### src/rtl/load_store_bus_master_if.sv
`default_nettype none
// ============================================================================
//  Module : load_store_bus_master_if
//  Data-bus signal bundle between the load/store initiator and the responder.
//  Rev    : 1.0
// ============================================================================
interface load_store_bus_master_if #(
    parameter int ADDR_WIDTH = 32
);
    logic                  bus_rd;
    logic                  bus_wd;
    logic                  bus_ready;
    logic [1:0]            bus_from_size;
    logic [1:0]            bus_to_size;
    logic                  bus_unsigned;
    logic [ADDR_WIDTH-1:0] bus_addr_out;
    logic [ADDR_WIDTH-1:0] bus_addr_in;
    logic [31:0]           bus_data_in;
    logic [31:0]           bus_data_out;

    modport master (
        output bus_rd, bus_wd, bus_from_size, bus_to_size, bus_unsigned,
               bus_addr_out, bus_addr_in, bus_data_in,
        input  bus_ready, bus_data_out
    );

    modport slave (
        input  bus_rd, bus_wd, bus_from_size, bus_to_size, bus_unsigned,
               bus_addr_out, bus_addr_in, bus_data_in,
        output bus_ready, bus_data_out
    );
endinterface
`default_nettype wire

### src/rtl/load_store_bus_master.sv
`default_nettype none
// ============================================================================
//  Module : load_store_bus_master
//  Single-outstanding RV32I load/store initiator with alignment, illegal-op
//  and bus-timeout detection.
//  Rev    : 1.0
// ============================================================================
module load_store_bus_master #(
    parameter int ADDR_WIDTH     = 32,
    parameter int READ_LATENCY   = 1,
    parameter int TIMEOUT_CYCLES = 16
) (
    input  wire logic                  clk,
    input  wire logic                  rst,

    input  wire logic                  req_valid,
    output logic                       req_ready,
    input  wire logic                  req_we,
    input  wire logic [2:0]            req_funct3,
    input  wire logic [ADDR_WIDTH-1:0] req_addr,
    input  wire logic [31:0]           req_wdata,

    output logic                       resp_valid,
    output logic [31:0]                resp_rdata,
    output logic                       exc_misaligned,
    output logic                       exc_illegal,
    output logic                       exc_timeout,

    load_store_bus_master_if.master    bus
);

    typedef enum logic [1:0] {
        S_IDLE      = 2'd0,
        S_ISSUE     = 2'd1,
        S_WAIT_DATA = 2'd2,
        S_RESP      = 2'd3
    } state_t;

    typedef struct packed {
        logic                  rd;
        logic                  wd;
        logic [1:0]            from_size;
        logic [1:0]            to_size;
        logic                  uns;
        logic [ADDR_WIDTH-1:0] addr_out;
        logic [ADDR_WIDTH-1:0] addr_in;
        logic [31:0]           data_in;
    } bus_drv_t;

    localparam logic [7:0] c_timeout  = 8'(TIMEOUT_CYCLES);
    localparam logic [7:0] c_read_lat = 8'(READ_LATENCY);

    state_t   r_state;
    bus_drv_t r_bus;
    logic     r_we;
    logic [7:0] r_count;

    logic [1:0] w_size;
    logic       w_unsigned;
    logic       w_illegal;
    logic       w_misaligned;

    assign bus.bus_rd        = r_bus.rd;
    assign bus.bus_wd        = r_bus.wd;
    assign bus.bus_from_size = r_bus.from_size;
    assign bus.bus_to_size   = r_bus.to_size;
    assign bus.bus_unsigned  = r_bus.uns;
    assign bus.bus_addr_out  = r_bus.addr_out;
    assign bus.bus_addr_in   = r_bus.addr_in;
    assign bus.bus_data_in   = r_bus.data_in;

    always_comb begin
        w_size     = 2'b00;
        w_unsigned = 1'b0;
        w_illegal  = 1'b0;
        if (req_we) begin
            case (req_funct3)
                3'b000:  w_size = 2'b00;
                3'b001:  w_size = 2'b01;
                3'b010:  w_size = 2'b10;
                default: w_illegal = 1'b1;
            endcase
        end else begin
            case (req_funct3)
                3'b000:  w_size = 2'b00;
                3'b001:  w_size = 2'b01;
                3'b010:  w_size = 2'b10;
                3'b100: begin
                    w_size     = 2'b00;
                    w_unsigned = 1'b1;
                end
                3'b101: begin
                    w_size     = 2'b01;
                    w_unsigned = 1'b1;
                end
                default: w_illegal = 1'b1;
            endcase
        end
        // Illegal wins, so misalignment is only reported for a legal funct3.
        w_misaligned = !w_illegal &&
                       (((w_size == 2'b01) && req_addr[0]) ||
                        ((w_size == 2'b10) && (req_addr[1:0] != 2'b00)));
    end

    always_ff @(posedge clk or posedge rst) begin
        if (rst) begin
            r_state        <= S_IDLE;
            r_bus          <= '0;
            r_we           <= 1'b0;
            r_count        <= 8'd0;
            req_ready      <= 1'b1;
            resp_valid     <= 1'b0;
            resp_rdata     <= 32'd0;
            exc_misaligned <= 1'b0;
            exc_illegal    <= 1'b0;
            exc_timeout    <= 1'b0;
        end else begin
            case (r_state)
                S_IDLE: begin
                    req_ready      <= 1'b1;
                    resp_valid     <= 1'b0;
                    exc_misaligned <= 1'b0;
                    exc_illegal    <= 1'b0;
                    exc_timeout    <= 1'b0;
                    if (req_valid) begin
                        r_we      <= req_we;
                        r_count   <= 8'd0;
                        req_ready <= 1'b0;
                        if (w_illegal || w_misaligned) begin
                            exc_illegal    <= w_illegal;
                            exc_misaligned <= w_misaligned;
                            resp_valid     <= 1'b1;
                            resp_rdata     <= 32'd0;
                            r_state        <= S_RESP;
                        end else begin
                            r_bus.rd        <= !req_we;
                            r_bus.wd        <= req_we;
                            r_bus.from_size <= req_we ? 2'b00 : w_size;
                            r_bus.to_size   <= req_we ? w_size : 2'b00;
                            r_bus.uns       <= w_unsigned;
                            r_bus.addr_out  <= req_we ? '0 : req_addr;
                            r_bus.addr_in   <= req_we ? req_addr : '0;
                            r_bus.data_in   <= req_we ? req_wdata : 32'd0;
                            r_state         <= S_ISSUE;
                        end
                    end
                end

                S_ISSUE: begin
                    if (bus.bus_ready) begin
                        r_bus <= '0;
                        if (r_we) begin
                            resp_valid <= 1'b1;
                            resp_rdata <= 32'd0;
                            r_state    <= S_RESP;
                        end else begin
                            r_count <= c_read_lat;
                            r_state <= S_WAIT_DATA;
                        end
                    end else if (8'(r_count + 8'd1) == c_timeout) begin
                        r_bus       <= '0;
                        exc_timeout <= 1'b1;
                        resp_valid  <= 1'b1;
                        resp_rdata  <= 32'd0;
                        r_state     <= S_RESP;
                    end else begin
                        r_count <= r_count + 8'd1;
                    end
                end

                S_WAIT_DATA: begin
                    if (r_count == 8'd1) begin
                        resp_rdata <= bus.bus_data_out;
                        resp_valid <= 1'b1;
                        r_state    <= S_RESP;
                    end else begin
                        r_count <= r_count - 8'd1;
                    end
                end

                S_RESP: begin
                    resp_valid     <= 1'b0;
                    exc_misaligned <= 1'b0;
                    exc_illegal    <= 1'b0;
                    exc_timeout    <= 1'b0;
                    req_ready      <= 1'b1;
                    r_state        <= S_IDLE;
                end

                default: r_state <= S_IDLE;
            endcase
        end
    end

endmodule
`default_nettype wire
### src/flat_wrapper.sv
// flat-port wrapper written by rule: the top's interface ports become plain ports
module load_store_bus_master_flat 
#(
    parameter int ADDR_WIDTH     = 32,
    parameter int READ_LATENCY   = 1,
    parameter int TIMEOUT_CYCLES = 16
)
  (clk, rst, req_valid, req_ready, req_we, req_funct3, req_addr, req_wdata, resp_valid, resp_rdata, exc_misaligned, exc_illegal, exc_timeout, bus_bus_rd, bus_bus_wd, bus_bus_from_size, bus_bus_to_size, bus_bus_unsigned, bus_bus_addr_out, bus_bus_addr_in, bus_bus_data_in, bus_bus_ready, bus_bus_data_out);
  load_store_bus_master_if #(.ADDR_WIDTH(ADDR_WIDTH)) bus_i ();
  input  wire logic clk;
  input  wire logic rst;
  input  wire logic req_valid;
  output logic req_ready;
  input  wire logic req_we;
  input  wire logic [2:0] req_funct3;
  input  wire logic [ADDR_WIDTH-1:0] req_addr;
  input  wire logic [31:0] req_wdata;
  output logic resp_valid;
  output logic [31:0] resp_rdata;
  output logic exc_misaligned;
  output logic exc_illegal;
  output logic exc_timeout;
  output wire logic [$bits(bus_i.bus_rd)-1:0] bus_bus_rd;
  output wire logic [$bits(bus_i.bus_wd)-1:0] bus_bus_wd;
  output wire logic [$bits(bus_i.bus_from_size)-1:0] bus_bus_from_size;
  output wire logic [$bits(bus_i.bus_to_size)-1:0] bus_bus_to_size;
  output wire logic [$bits(bus_i.bus_unsigned)-1:0] bus_bus_unsigned;
  output wire logic [$bits(bus_i.bus_addr_out)-1:0] bus_bus_addr_out;
  output wire logic [$bits(bus_i.bus_addr_in)-1:0] bus_bus_addr_in;
  output wire logic [$bits(bus_i.bus_data_in)-1:0] bus_bus_data_in;
  input wire logic [$bits(bus_i.bus_ready)-1:0] bus_bus_ready;
  input wire logic [$bits(bus_i.bus_data_out)-1:0] bus_bus_data_out;
  assign bus_bus_rd = bus_i.bus_rd;
  assign bus_bus_wd = bus_i.bus_wd;
  assign bus_bus_from_size = bus_i.bus_from_size;
  assign bus_bus_to_size = bus_i.bus_to_size;
  assign bus_bus_unsigned = bus_i.bus_unsigned;
  assign bus_bus_addr_out = bus_i.bus_addr_out;
  assign bus_bus_addr_in = bus_i.bus_addr_in;
  assign bus_bus_data_in = bus_i.bus_data_in;
  assign bus_i.bus_ready = bus_bus_ready;
  assign bus_i.bus_data_out = bus_bus_data_out;
  load_store_bus_master #(.ADDR_WIDTH(ADDR_WIDTH), .READ_LATENCY(READ_LATENCY), .TIMEOUT_CYCLES(TIMEOUT_CYCLES)) u_core (.clk(clk), .rst(rst), .req_valid(req_valid), .req_ready(req_ready), .req_we(req_we), .req_funct3(req_funct3), .req_addr(req_addr), .req_wdata(req_wdata), .resp_valid(resp_valid), .resp_rdata(resp_rdata), .exc_misaligned(exc_misaligned), .exc_illegal(exc_illegal), .exc_timeout(exc_timeout), .bus(bus_i));
endmodule
### config.mk
export PLATFORM = sky130hd
export DESIGN_NAME = load_store_bus_master_flat
export DESIGN_NICKNAME = d
export VERILOG_FILES = /design/src/rtl/load_store_bus_master_if.sv /design/src/rtl/load_store_bus_master.sv /design/src/flat_wrapper.sv
export SDC_FILE = /design/constraint.sdc
export NUM_CORES = 1
export LEC_CHECK = 0
export CORE_UTILIZATION = 44
export CTS_CLUSTER_SIZE = 10
export DETAILED_ROUTE_END_ITERATION = 8
export PLACE_DENSITY = 0.81
export SYNTH_ARGS = -nofsm -noshare
export SYNTH_HDL_FRONTEND = slang
export SYNTH_SLANG_ARGS = --single-unit
### constraint.sdc
create_clock -name clk -period 6.45 [get_ports clk]
set_input_delay 1.935 -clock clk [delete_from_list [all_inputs] [get_ports clk]]
set_output_delay 1.935 -clock clk [all_outputs]
set_load 0.005 [all_outputs]
* Word level (Yosys, flattened, before mapping)
Cells that the tools add are included.
W data, S select, Z words.
** Word-level totals
- Input port bits :: 104
- Register bits after elaboration :: 151
- Memory bits (writable) :: 0
- Memories :: 0
- Memory bits (read-only) :: 0
- Output and inout bits :: 140
- Logic and storage cells :: 122
- Latch bits :: 0
** Operators by class
- Equality and inequality tests :: 22
- $mul :: 0
- Mux-type cells :: 55
- Shift-type cells :: 0
- Order comparisons :: 0
- Bitwise logic cells :: 0
- $add $sub $neg :: 2
- Divide/modulo/power cells :: 0
- Reductions and logical operators :: 26
** Operators by type and width (number)
- $mux W103 :: 4
- $mux W32 :: 9
- $pmux W103 S2 :: 1
- $pmux W32 S3 :: 1
- $mux W8 :: 5
- $pmux W8 S3 :: 1
- $mux W1 :: 18
- $mux W2 :: 8
- $reduce_and A3 Y1 :: 3
- $add A8 B1 Y8 const B :: 1
- $eq A8 B1 Y1 const B :: 1
- $eq A8 B5 Y1 const B :: 1
- $ne A2 B2 Y1 const B :: 4
- $pmux W1 S2 :: 4
- $pmux W2 S2 :: 2
- $pmux W2 S4 :: 1
- $reduce_bool A2 Y1 :: 4
- $sub A8 B1 Y8 const B :: 1
- $eq A2 B2 Y1 const B :: 3
- $eq A3 B3 Y1 const B :: 2
- $ne A2 B1 Y1 const B :: 3
- $ne A3 B2 Y1 const B :: 2
- $ne A3 B3 Y1 const B :: 2
- $reduce_and A6 Y1 :: 1
- other kinds (16) :: 23

* Depth between registers and ports, before layout
Gate-level depths: netlist of run 1.
- Word-level depth :: 12
- Depth in mapped cells :: 9
- Mapped depth without buffers :: 7

* Least setup slack after synthesis of run 1
No wires, ideal clock.
- Kind :: input -> register
- Start :: input port req_funct3[2]
- End :: register u_core.r_bus (netlist bit u_core.bus.bus_data_in[11])
- Cell stages on the path :: 6
- Path buffers :: 2
- Arrival :: 3.676 ns
- Required time :: 6.385 ns
- Setup slack :: 2.709 ns
- Library setup time :: 0.065 ns
- Cell sequence :: or4_1 > and2_1 > nor4b_2 > clkbuf_1 > buf_2 > a22o_1
** On the way
- Word-level cells in the longest chain between the ends :: 11
- Elaborated cells between the ends (all ways) :: 24
- Classes of those cells :: 7 x eq/ne; 6 x mux; 11 x reduce/logical
** RTL lines
- start, declared :: line flat_wrapper.sv:15 : input wire logic [2:0] req_funct3;
- $eq A3 B1 Y1 or $eq A3 B3 Y1 (tied branches) :: line load_store_bus_master.sv:77, load_store_bus_master.sv:84
- $reduce_or A2 Y1 (no source line)
- $pmux W2 S2 :: line load_store_bus_master.sv:84 : case (req_funct3)
- $mux W2 :: line load_store_bus_master.sv:76 : if (req_we) begin
- $eq A2 B1 Y1 or $eq A2 B2 Y1 (tied branches) :: line load_store_bus_master.sv:101, load_store_bus_master.sv:102
- $logic_and A1 B1 Y1, on equally long branches :: line load_store_bus_master.sv:101, load_store_bus_master.sv:102
- $logic_or A1 B1 Y1 :: line load_store_bus_master.sv:101 : (((w_size == 2'b01) && req_addr[0]) ||
- $logic_and A1 B1 Y1 :: line load_store_bus_master.sv:100 : w_misaligned = !w_illegal &&
- $logic_or A1 B1 Y1 (*) :: line load_store_bus_master.sv:129 : if (w_illegal || w_misaligned) begin
- $ne A2 B2 Y1 (no source line) (*)
- $reduce_and A4 Y1 (no source line) (*)
- end, declared :: line load_store_bus_master.sv:54 : bus_drv_t r_bus;
Every way passes the cells marked *; elsewhere a longest branch is shown, timed or not.
A chain may end at the register's enable or synchronous reset.

* Worst setup path in the final report of run 1
- Start :: input port req_funct3[0]
- End :: register u_core.r_bus (netlist bit u_core.bus.bus_addr_out[25])
The elaborated chain is that of the path after synthesis.

==> results of run 1 <==
per-stage QoR:
| stage | cell area [um^2] | utilization [%] | power, W |
|---|---|---|---|
| after floorplan | 6130 | - | 0.002291 |
| after global placement | 8688 | 64.84 | 0.003141 |
| after detailed placement | 8688 | 64.84 | 0.003196 |
| after CTS | 9268 | 69.16 | 0.004191 |
| after global routing | 9268 | 69.16 | 0.004390 |
| final | 9268 | 69.16 | 0.004162 |
critical path, delay by kind of cell:
family	cells	cell delay [ns]
AND/OR/NAND/NOR	2	0.85
buffers and inverters	2	0.97
AO/OA/AOI/OAI	3	0.73
metal layers:
| layer | global-route usage [%] | vias to the layer above |
|---|---|---|
| met4 | 10.39 | 0 |
| li1 | - | 2268 |
| met5 | 0 | - |
| met2 | 40.19 | 210 |
| met3 | 7.319 | 35 |
| met1 | 30.97 | 2516 |
logic make-up (layout without fill, tap and decap cells):
family                   Yosys count  count (layout)  share of synthesized area [%]
AND/OR/NAND/NOR                   55              55                          4.797
flip-flops                       151             151                          61.67
XOR/XNOR                           1               1                         0.1429
adder cells (fa/ha/maj)            9               9                          1.837
buffers and inverters             50             290                          3.368
multiplexers                      10              10                          1.959
AO/OA/AOI/OAI                    194             194                          26.23
flip-flops by register name, indices dropped and copies added (netlist names), 2 cells and up:
signal	cells
u_core.bus.bus_addr_in	32
u_core.bus.bus_addr_out	32
u_core.bus.bus_data_in	32
u_core.bus.bus_from_size	2
u_core.bus.bus_to_size	2
u_core.r_count	8
u_core.r_state	2
u_core.resp_rdata	32
cell usage in the layout (no fill, tap or decap), drive strengths merged, types with 2 or more instances in the layout:
cell	netlist	routed
nand2	17	17
ha	9	9
mux2i	3	3
inv	11	13
dfrtp	150	150
nor4b	2	2
nor2	10	10
clkbuf	24	19
a32oi	2	2
o22ai	5	5
a2111oi	3	3
o211ai	3	3
clkinvlp	0	2
mux2	6	6
clkinv	0	6
clkdlybuf4s50	0	243
bufinv	0	2
a32o	2	2
nor3	4	4
a21oi	10	10
nor2b	6	6
nand3	4	4
a211oi	4	4
a21o	4	4
a22o	133	133
o21ai	9	9
nand2b	2	2
o41ai	2	2
a211o	2	2
buf	15	5
a31oi	4	4
nor4	2	2
report_power, final:
part           switching [W]  leakage (nW)  total (W)  internal [W]
registers           0.000224          2.05    0.00150       0.00128
clock network       0.000384         0.285   0.000971      0.000587
logic               0.000734          1.77    0.00169      0.000957
worst min-delay path by stage:
stage | slack, ns | startpoint | cells past startpoint | to
4_1_cts | 0.46 | u_core.req_ready | 2 | u_core.req_ready
5_1_grt | 0.50 | u_core.bus.bus_rd | 1 | u_core.bus.bus_rd
6_report | 0.46 | u_core.req_ready | 2 | u_core.req_ready
2_1_floorplan | 0.46 | u_core.req_ready | 2 | u_core.req_ready
3_3_place_gp | 0.46 | u_core.req_ready | 2 | u_core.req_ready
3_5_place_dp | 0.45 | u_core.req_ready | 2 | u_core.req_ready
layout make-up:
class / count / area, um^2
tap: 176 / 220.2
sequential: 151 / 3780
fill: 962 / 4133
clock buffer: 19 / 452.9
timing repair buffer: 248 / 2470
clock inverter: 12 / 126.4
multi-input combinational: 269 / 2172
inverter: 11 / 46.29
==> run_results.csv, run 1 <==
group,metric,value,unit
run,drv_cap,0,
worst_setup_path,crit_path_start,"req_funct3[0]",
floorplanning,coreArea,0.01340,mm^2
worst_setup_path,cp_data_arrival_time,4.51,ns
synth,synth-edff-count,0,
worst_setup_path,r2r-end,"u_core.resp_rdata[31]",
power_and_ir_drop,power_density,449.1,mW/mm^2
worst_setup_path,rr_startpoint,"u_core.r_count[0]",
route,viasPerCell,5.676,
cells_and_area,final_cell_count_no_fill,886,
sta,setup_tns,0,ns
cts,cts_buffers,17,
synth,ys_async_sr_fraction,100.0,%
sta,rsz0062_at_grt,"false",
route,wl_per_cell,19.87,um
grt,grt_max_degree,116,
grt,grt_pass1_wl,27780,um
route,drt_iter0_markers,285,
placement,dp_cells,855,
grt,grt_pass1_vias,5203,
sta,slew_headroom,22.22,%
synth,synth_most_common_cell,"dfrtp_1",
min_path,hold_path_class,"reg -> reg",
cts,cts.clk_slew.worst_paths,0.06,ns
synth,ys.flop_type,"dfrtp_1",
sta,setup_slack,2.245,ns
worst_setup_path,slowest_delay,0.58,ns
sta,fin_crit_sh,65.19,%
cts,holdBufCountCts,0,
placement,pre_cts_ws,1.845,ns
route,wirelength,17610,um
synth,yosysUniqueCellTypes,54,
cts,cts_buffer_depth,2,
sta,finalHoldViolations,0,
synth,yosys.area.top_type_share,61.24,%
cts,postCtsSetupBuffers,0,
floorplanning,fp-row-count,42,
worst_setup_path,path_cells,"clkdlybuf4s50_1, or4_1, and2_1, o22ai_1, o21ai_4, buf_4, a22o_1",
floorplanning,fp.dieW,120.0,um
route,wl_met2,8803,um
worst_setup_path,slowest_stage,"or4_1",
synth,synth_commonest_cells,"dfrtp_1, a22o_1, clkbuf_1, nand2_1, buf_2",
cts,cts_resized,0,
worst_setup_path,crit_path_start_kind,"input port",
route,highest_layer,"met4",
worst_setup_path,crit_end,"u_core.bus.bus_addr_out[25]",
sta,clock_skew,0.008874,ns
floorplanning,ios,244,
grt,grtUsageTotal,24.83,%
synth,synthesis.nets,583,
cts,clk_latency,0.42,ns
cells_and_area,area_growth,51.19,%
synth,syn_avg_cell_area,13.04,um^2
worst_setup_path,cp_max_fo,103,
floorplanning,initial_core_util,45.74,%
synth,yosysTopAreaCell,"dfrtp_1",
power_and_ir_drop,p_leak,4.103,nW
sta,maxSlewViolCount,0,
status,status,"finished clean",
sta,setup_viol,0,
route,wl_met1,7143,um
power_and_ir_drop,peakVddDrop,0.0002152,V
worst_setup_path,worstSetupEndpointType,"flip-flop",
worst_setup_path,criticalPathCategory,"in -> reg",
grt,grt_antenna_before_repair,0,
cts,cts_root_buf,"clkbuf_16",
synth,synth_area_leaders,"dfrtp_1, a22o_1, ha_1",
cts,htree_levels,4,
synth,yosysWarnings,0,
floorplanning,dieArea,0.01441,mm^2
sta,fmax,0.2378,GHz
worst_setup_path,rrSetupSlack,3.00,ns
cells_and_area,nets,811,
worst_setup_path,cp_data_required_time,6.76,ns
route,first_pass_iters,5,
cells_and_area,final_layout_size_suffix_gt1_share,7.183,%
route,ant_nets,0,
sta,worst_pin_slew,1.167,ns
route,wl_met3,1212,um
sta,whs,0.4646,ns
floorplanning,die_h,120.0,um
placement,numPortBuffers,243,
synth,syn_area,0.006130,mm^2
worst_setup_path,worst_r2r_path_depth,6,
synth,yosysSeqAreaShare,61.67,%
cts,clock-sinks,151,
synth,synth-seq-cells,151,
placement,place.gp.congestion,0.8413,
cts,cts_tree,"yes",
grt,grt_remaining_overflow,0,
sta,min_period,4.205,ns
placement,hpwl,11920,um
route,num_vias,5029,
synth,postSynthCellCount,470,
route,remaining_drc_errors,0,
cells_and_area,antenna_cells,0,
Power figures use the tool's default switching activity.
==> inputs of run 2 (changes only) <==
- CORE_UTILIZATION: 44 -> 39
- PLACE_DENSITY: 0.81 -> 0.76
- clock period: 6.45 -> 3.5 ns (I/O delays scaled with it)
==> run 2 against run 1 <==
  * Utilization decreased by 7.5 points
  * Via count increased by 0.50%
  * Largest cell class unchanged
  * Count of clock-buffer cells in the layout increased by 2
  * Setup slack worse by 1.7 ns
  * Die area is 13% higher
  * Total power increased by 84%
  * Critical path depth unchanged
  * Sequential cell count stayed put
  * First-iteration DRC count is 11% higher
  * Clock power is 79% higher
  * Non-clock buffer count is 10 higher
  * Clock skew is 0.00077 ns higher
==> run_results.csv, run 2 (synthesis gave the netlist of run 1 again) <==
group,metric,value,unit
cts,htree_levels,4,
placement,place.gp.congestion,0.8390,
sta,fin_crit_sh,84.88,%
worst_setup_path,crit_path_start_kind,"input port",
worst_setup_path,cp_data_arrival_time,3.27,ns
grt,grtUsageTotal,21.53,%
sta,slew_headroom,61.35,%
run,drv_cap,0,
power_and_ir_drop,comb_power_share,41.2,%
sta,setup_tns,0,ns
grt,grt_antenna_before_repair,0,
grt,grt_max_degree,106,
cts,cts_root_buf,"clkbuf_16",
sta,finalHoldViolations,0,
route,ant_nets,0,
sta,min_period,2.971,ns
grt,grt_remaining_overflow,0,
worst_setup_path,path_delay_family,"simple AND/OR/NAND/NOR gates",
power_and_ir_drop,p_int,0.005188,W
cts,clock-sinks,151,
power_and_ir_drop,power.switching,0.002473,W
route,first_pass_iters,4,
cells_and_area,regArea,0.003780,mm^2
cts,postCtsSetupBuffers,0,
power_and_ir_drop,p_leak,4.160,nW
power_and_ir_drop,seqPwrFrac,36.1,%
sta,setup_slack,0.5292,ns
cells_and_area,layout_commonest_cell,"clkdlybuf4s50_1",
worst_setup_path,crit_path_start,"req_funct3[2]",
cells_and_area,design_area,0.009412,mm^2
route,wl_per_cell,18.71,um
min_path,hold_path_class,"reg -> reg",
power_and_ir_drop,peakVddDrop,0.0004403,V
sta,rsz0062_at_grt,"false",
cells_and_area,final_layout_size_suffix_gt1_share,8.460,%
worst_setup_path,worstSetupEndpointType,"flip-flop",
worst_setup_path,cp_data_required_time,3.80,ns
placement,numPortBuffers,243,
cts,cts_buffer_depth,2,
cts,cts_buffers,17,
sta,setup_viol,0,
worst_setup_path,path_cells,"clkdlybuf4s50_1, or4_1, and2_1, o22ai_1, o21ai_4, buf_12, a22o_1",
route,remaining_drc_errors,0,
cells_and_area,most-common-layout-cells,"clkdlybuf4s50_1, dfrtp_1, a22o_1",
cts,cts.clk_slew.worst_paths,0.06,ns
floorplanning,fp-row-count,45,
sta,clock_skew,0.009647,ns
placement,hpwl,11820,um
sta,fmax,0.3366,GHz
placement,pre_cts_ws,0.1282,ns
cts,holdBufCountCts,0,
worst_setup_path,criticalPathCategory,"in -> reg",
power_and_ir_drop,swShare,32.28,%
power_and_ir_drop,power_density,814.1,mW/mm^2
floorplanning,die_h,127.4,um
floorplanning,fp.dieW,127.4,um
cells_and_area,antenna_cells,0,
cells_and_area,nets,821,
min_path,hp-start,"u_core.req_ready",
worst_setup_path,crit_buf_inv,2,
cts,clk_latency,0.41,ns
grt,grt_pass1_vias,5176,
cells_and_area,multi_input_area,0.002172,mm^2
cells_and_area,fillCellCount,1211,
worst_setup_path,rr_startpoint,"u_core.r_count[0]",
worst_setup_path,slowest_delay,0.57,ns
placement,dpl_cell_area,0.008843,mm^2
floorplanning,ios,244,
route,viasPerCell,5.423,
sta,maxSlewViolCount,0,
route,num_vias,5054,
grt,grt_pass1_wl,27230,um
cts,cts_tree,"yes",
floorplanning,coreArea,0.01526,mm^2
status,status,"finished clean",
cts,cts_resized,0,
power_and_ir_drop,power_frac_clock,22.7,%
floorplanning,dieArea,0.01622,mm^2
cells_and_area,area_growth,53.54,%
worst_setup_path,cp_max_fo,103,
sta,worst_pin_slew,0.5652,ns
worst_setup_path,slowest_stage,"or4_1",
floorplanning,initial_core_util,40.17,%
route,drt_iter0_markers,317,
route,wirelength,17440,um
## run 2: cell count changes in the layout (fill, tap and decap cells not counted), sizes merged
cell and delta:
clkbuf +2, clkinv +2, buf +10, bufinv -1, inv -2
## run 2: area by class of cell
cell class	count	area share, %
Clock buffer	21	4.999
Tap cell	211	2.805
Sequential cell	151	40.16
Clock inverter	11	1.037
Multi-Input combinational cell	269	23.08
Timing Repair Buffer	258	27.44
Inverter	11	0.4786
## run 2: metrics by stage
stage	total power (W)	instances	hold slack [ns]	util (%)
after CTS	0.007739	932	0.4674	61.68
after floorplan	0.004223	470	0.4550	-
after detailed placement	0.005944	900	0.4578	57.96
after global placement	0.005840	900	0.4580	57.96
after global routing	0.008088	932	0.4928	61.68
final	0.007662	932	0.4652	61.68
## run 2: worst paths after layout
check / to / slack (ns) / cells past startpoint
min: u_core.req_ready / 0.47 / 2
min in group asynchronous: u_core.bus.bus_addr_out[3] / 1.15 / 3
min reg2reg: u_core.req_ready / 0.47 / 2
max reg2reg: u_core.resp_rdata[9] / 0.60 / 7
max in group asynchronous: u_core.resp_rdata[8] / 1.89 / 3
max: u_core.bus.bus_addr_out[24] / 0.53 / 7
## run 2: metal layers
layer,GRT usage [%],part of all wire (%),up-vias
met2,35.29,49,211
met5,0,0,-
met1,26.93,40,2531
met3,7.203,8.3,24
li1,-,-,2288
met4,6.653,1.8,0
## run 2: worst reg2reg max path: stages (launching register included)
cell and delay (ns):
dfrtp_1 0.46, ha_1 0.32, or3_1 0.37, a211o_1 0.35, a211oi_4 0.50, o2111a_1 0.29, buf_4 0.33, a22o_1 0.21
## run 2: power by group through the flow
| stage | logic, W | registers (W) | clock network (W) |
|---|---|---|---|
| after floorplan | 0.00149 | 0.00273 | 0 |
| after global placement | 0.00308 | 0.00276 | 0 |
| after detailed placement | 0.00317 | 0.00277 | 0 |
| after CTS | 0.00319 | 0.00277 | 0.00179 |
| after global routing | 0.00339 | 0.00284 | 0.00186 |
| final | 0.00315 | 0.00277 | 0.00174 |
==> inputs of run 3 (changes only) <==
- CORE_UTILIZATION: 39 -> 44
- PLACE_DENSITY: 0.76 -> 0.81
- clock period: 3.5 -> 2.9 ns (I/O delays scaled with it)
==> run 3 against run 2 <==
  * Cell area up 1.5%
  * Sequential power rose by 20%
  * Utilization rose by 9.6 points
  * Sequential cell count unchanged
  * Non-clock buffer count up 16
  * Global-route usage up 4.6 points
  * Worst hold slack improved by 0.0056 ns
  * Combinational power increased by 28%
  * Clock skew barely moved
  * Die area is 11% lower
  * First-iteration DRC count increased by 9.5%
  * Largest power group unchanged
==> run_results.csv, run 3 (synthesis gave the netlist of run 1 again) <==
group,metric,value,unit
route,wirelength,18280,um
sta,worst_pin_slew,0.6748,ns
power_and_ir_drop,p_leak,4.252,nW
cells_and_area,antenna_cells,0,
worst_setup_path,rrSetupSlack,0.22,ns
floorplanning,ios,244,
placement,numPortBuffers,243,
run,drv_cap,0,
sta,rsz0062_at_grt,"false",
grt,grt_pass1_wl,28870,um
sta,fin_crit_sh,93.18,%
cts,cts.clk_slew.worst_paths,0.06,ns
sta,setup_slack,0.1977,ns
sta,setup_viol,0,
cells_and_area,nets,837,
grt,grt_max_degree,98,
cts,cts_buffers,17,
floorplanning,fp-row-count,42,
cts,clk_latency,0.42,ns
cts,cts_resized,0,
route,num_vias,5203,
cts,htree_levels,4,
power_and_ir_drop,power_frac_clock,23.3,%
min_path,hold_path_class,"reg -> reg",
placement,hpwl,12500,um
worst_setup_path,crit_path_start_kind,"input port",
cells_and_area,final_layout_size_suffix_gt1_share,10.45,%
grt,use_met3,8.650,%
floorplanning,dieArea,0.01441,mm^2
placement,place.gp.congestion,0.8684,
cts,holdBufCountCts,0,
cells_and_area,design_area,0.009554,mm^2
power_and_ir_drop,swShare,32.06,%
cts,postCtsSetupBuffers,0,
worst_setup_path,cp_data_required_time,3.19,ns
status,status,"finished clean",
cells_and_area,final_util,71.30,%
worst_setup_path,criticalPathCategory,"in -> reg",
sta,maxSlewViolCount,0,
sta,min_period,2.702,ns
floorplanning,coreArea,0.01340,mm^2
route,drt_iter0_markers,347,
grt,use_met2,44.15,%
grt,grt_pass1_vias,5414,
grt,gr-max-usage-layer,"met2",
grt,grt_remaining_overflow,0,
route,ant_nets,0,
sta,slew_headroom,55.01,%
floorplanning,initial_core_util,45.74,%
power_and_ir_drop,comb_power_share,42.1,%
route,remaining_drc_errors,0,
placement,dpl_cell_area,0.008957,mm^2
sta,whs,0.4709,ns
power_and_ir_drop,p_int,0.006512,W
route,wl_per_cell,20.02,um
worst_setup_path,cp_data_arrival_time,2.99,ns
grt,grt_antenna_before_repair,0,
worst_setup_path,worstSetupEndpointType,"flip-flop",
sta,clock_skew,0.009405,ns
sta,setup_tns,0,ns
floorplanning,fp.dieW,120.0,um
worst_setup_path,cp_max_fo,75,
cells_and_area,most-common-layout-cells,"clkdlybuf4s50_1, dfrtp_1, a22o_1",
sta,finalHoldViolations,0,
cts,cts_root_buf,"clkbuf_16",
route,viasPerCell,5.699,
floorplanning,die_h,120.0,um
cts,clock-sinks,151,
sta,fmax,0.3701,GHz
cts,cts_tree,"yes",
grt,grtUsageMet1,30.86,%
power_and_ir_drop,power.switching,0.003072,W
cells_and_area,area_growth,55.87,%
route,first_pass_iters,4,
cts,cts_buffer_depth,2,
power_and_ir_drop,peakVddDrop,0.0005997,V
grt,grtUsageTotal,26.11,%
power_and_ir_drop,seqPwrFrac,34.6,%
power_and_ir_drop,power_density,1003,mW/mm^2
placement,pre_cts_ws,-0.2051,ns
cells_and_area,layout_commonest_cell,"clkdlybuf4s50_1",
## run 3: path summary, 6_finish.rpt
| kind | start | end | cells after the start |
|---|---|---|---|
| hold reg to reg | u_core.req_ready | u_core.req_ready | 2 |
| setup / recovery | req_funct3[0] | u_core.bus.bus_to_size[1] | 7 |
| hold / removal | u_core.req_ready | u_core.req_ready | 2 |
| min in group asynchronous | rst | u_core.bus.bus_addr_in[4] | 3 |
| setup reg to reg | u_core.r_count[1] | u_core.bus.bus_to_size[1] | 8 |
| max in group asynchronous | rst | u_core.bus.bus_data_in[26] | 3 |
## run 3: cell type report
type | count | area (um^2)
fill | 923 | 3846
clock inverter | 13 | 153.9
multi-input combinational | 269 | 2172
tap | 176 | 220.2
timing repair buffer | 274 | 2740
sequential | 151 | 3780
inverter | 11 | 45.04
clock buffer | 19 | 442.9
## run 3: routing by layer
metal	part of all wire (%)	routed length, um
met5	0	0
met2	51	9391
met3	7.0	1284
met1	39	7169
met4	2.4	431
## run 3: stage by stage
stage | instances | power, W
2_1_floorplan | 470 | 0.005097
3_3_place_gp | 881 | 0.007192
3_5_place_dp | 881 | 0.007343
4_1_cts | 913 | 0.009651
5_1_grt | 913 | 0.01009
6_report | 913 | 0.009584
## run 3: power groups by stage
stage	sequential, W	combinational, W	clock, W
floorplan	0.00330	0.00180	0
global placement	0.00329	0.00390	0
detailed placement	0.00331	0.00403	0
CTS	0.00332	0.00406	0.00227
global route	0.00341	0.00432	0.00236
finish	0.00332	0.00403	0.00223
## run 3: critical path, stage by stage
cell	delay (ns)
clkdlybuf4s50_1	0.45
or4_1	0.54
and2_1	0.26
o22ai_1	0.25
o21ai_4	0.11
buf_12	0.21
a22o_1	0.28
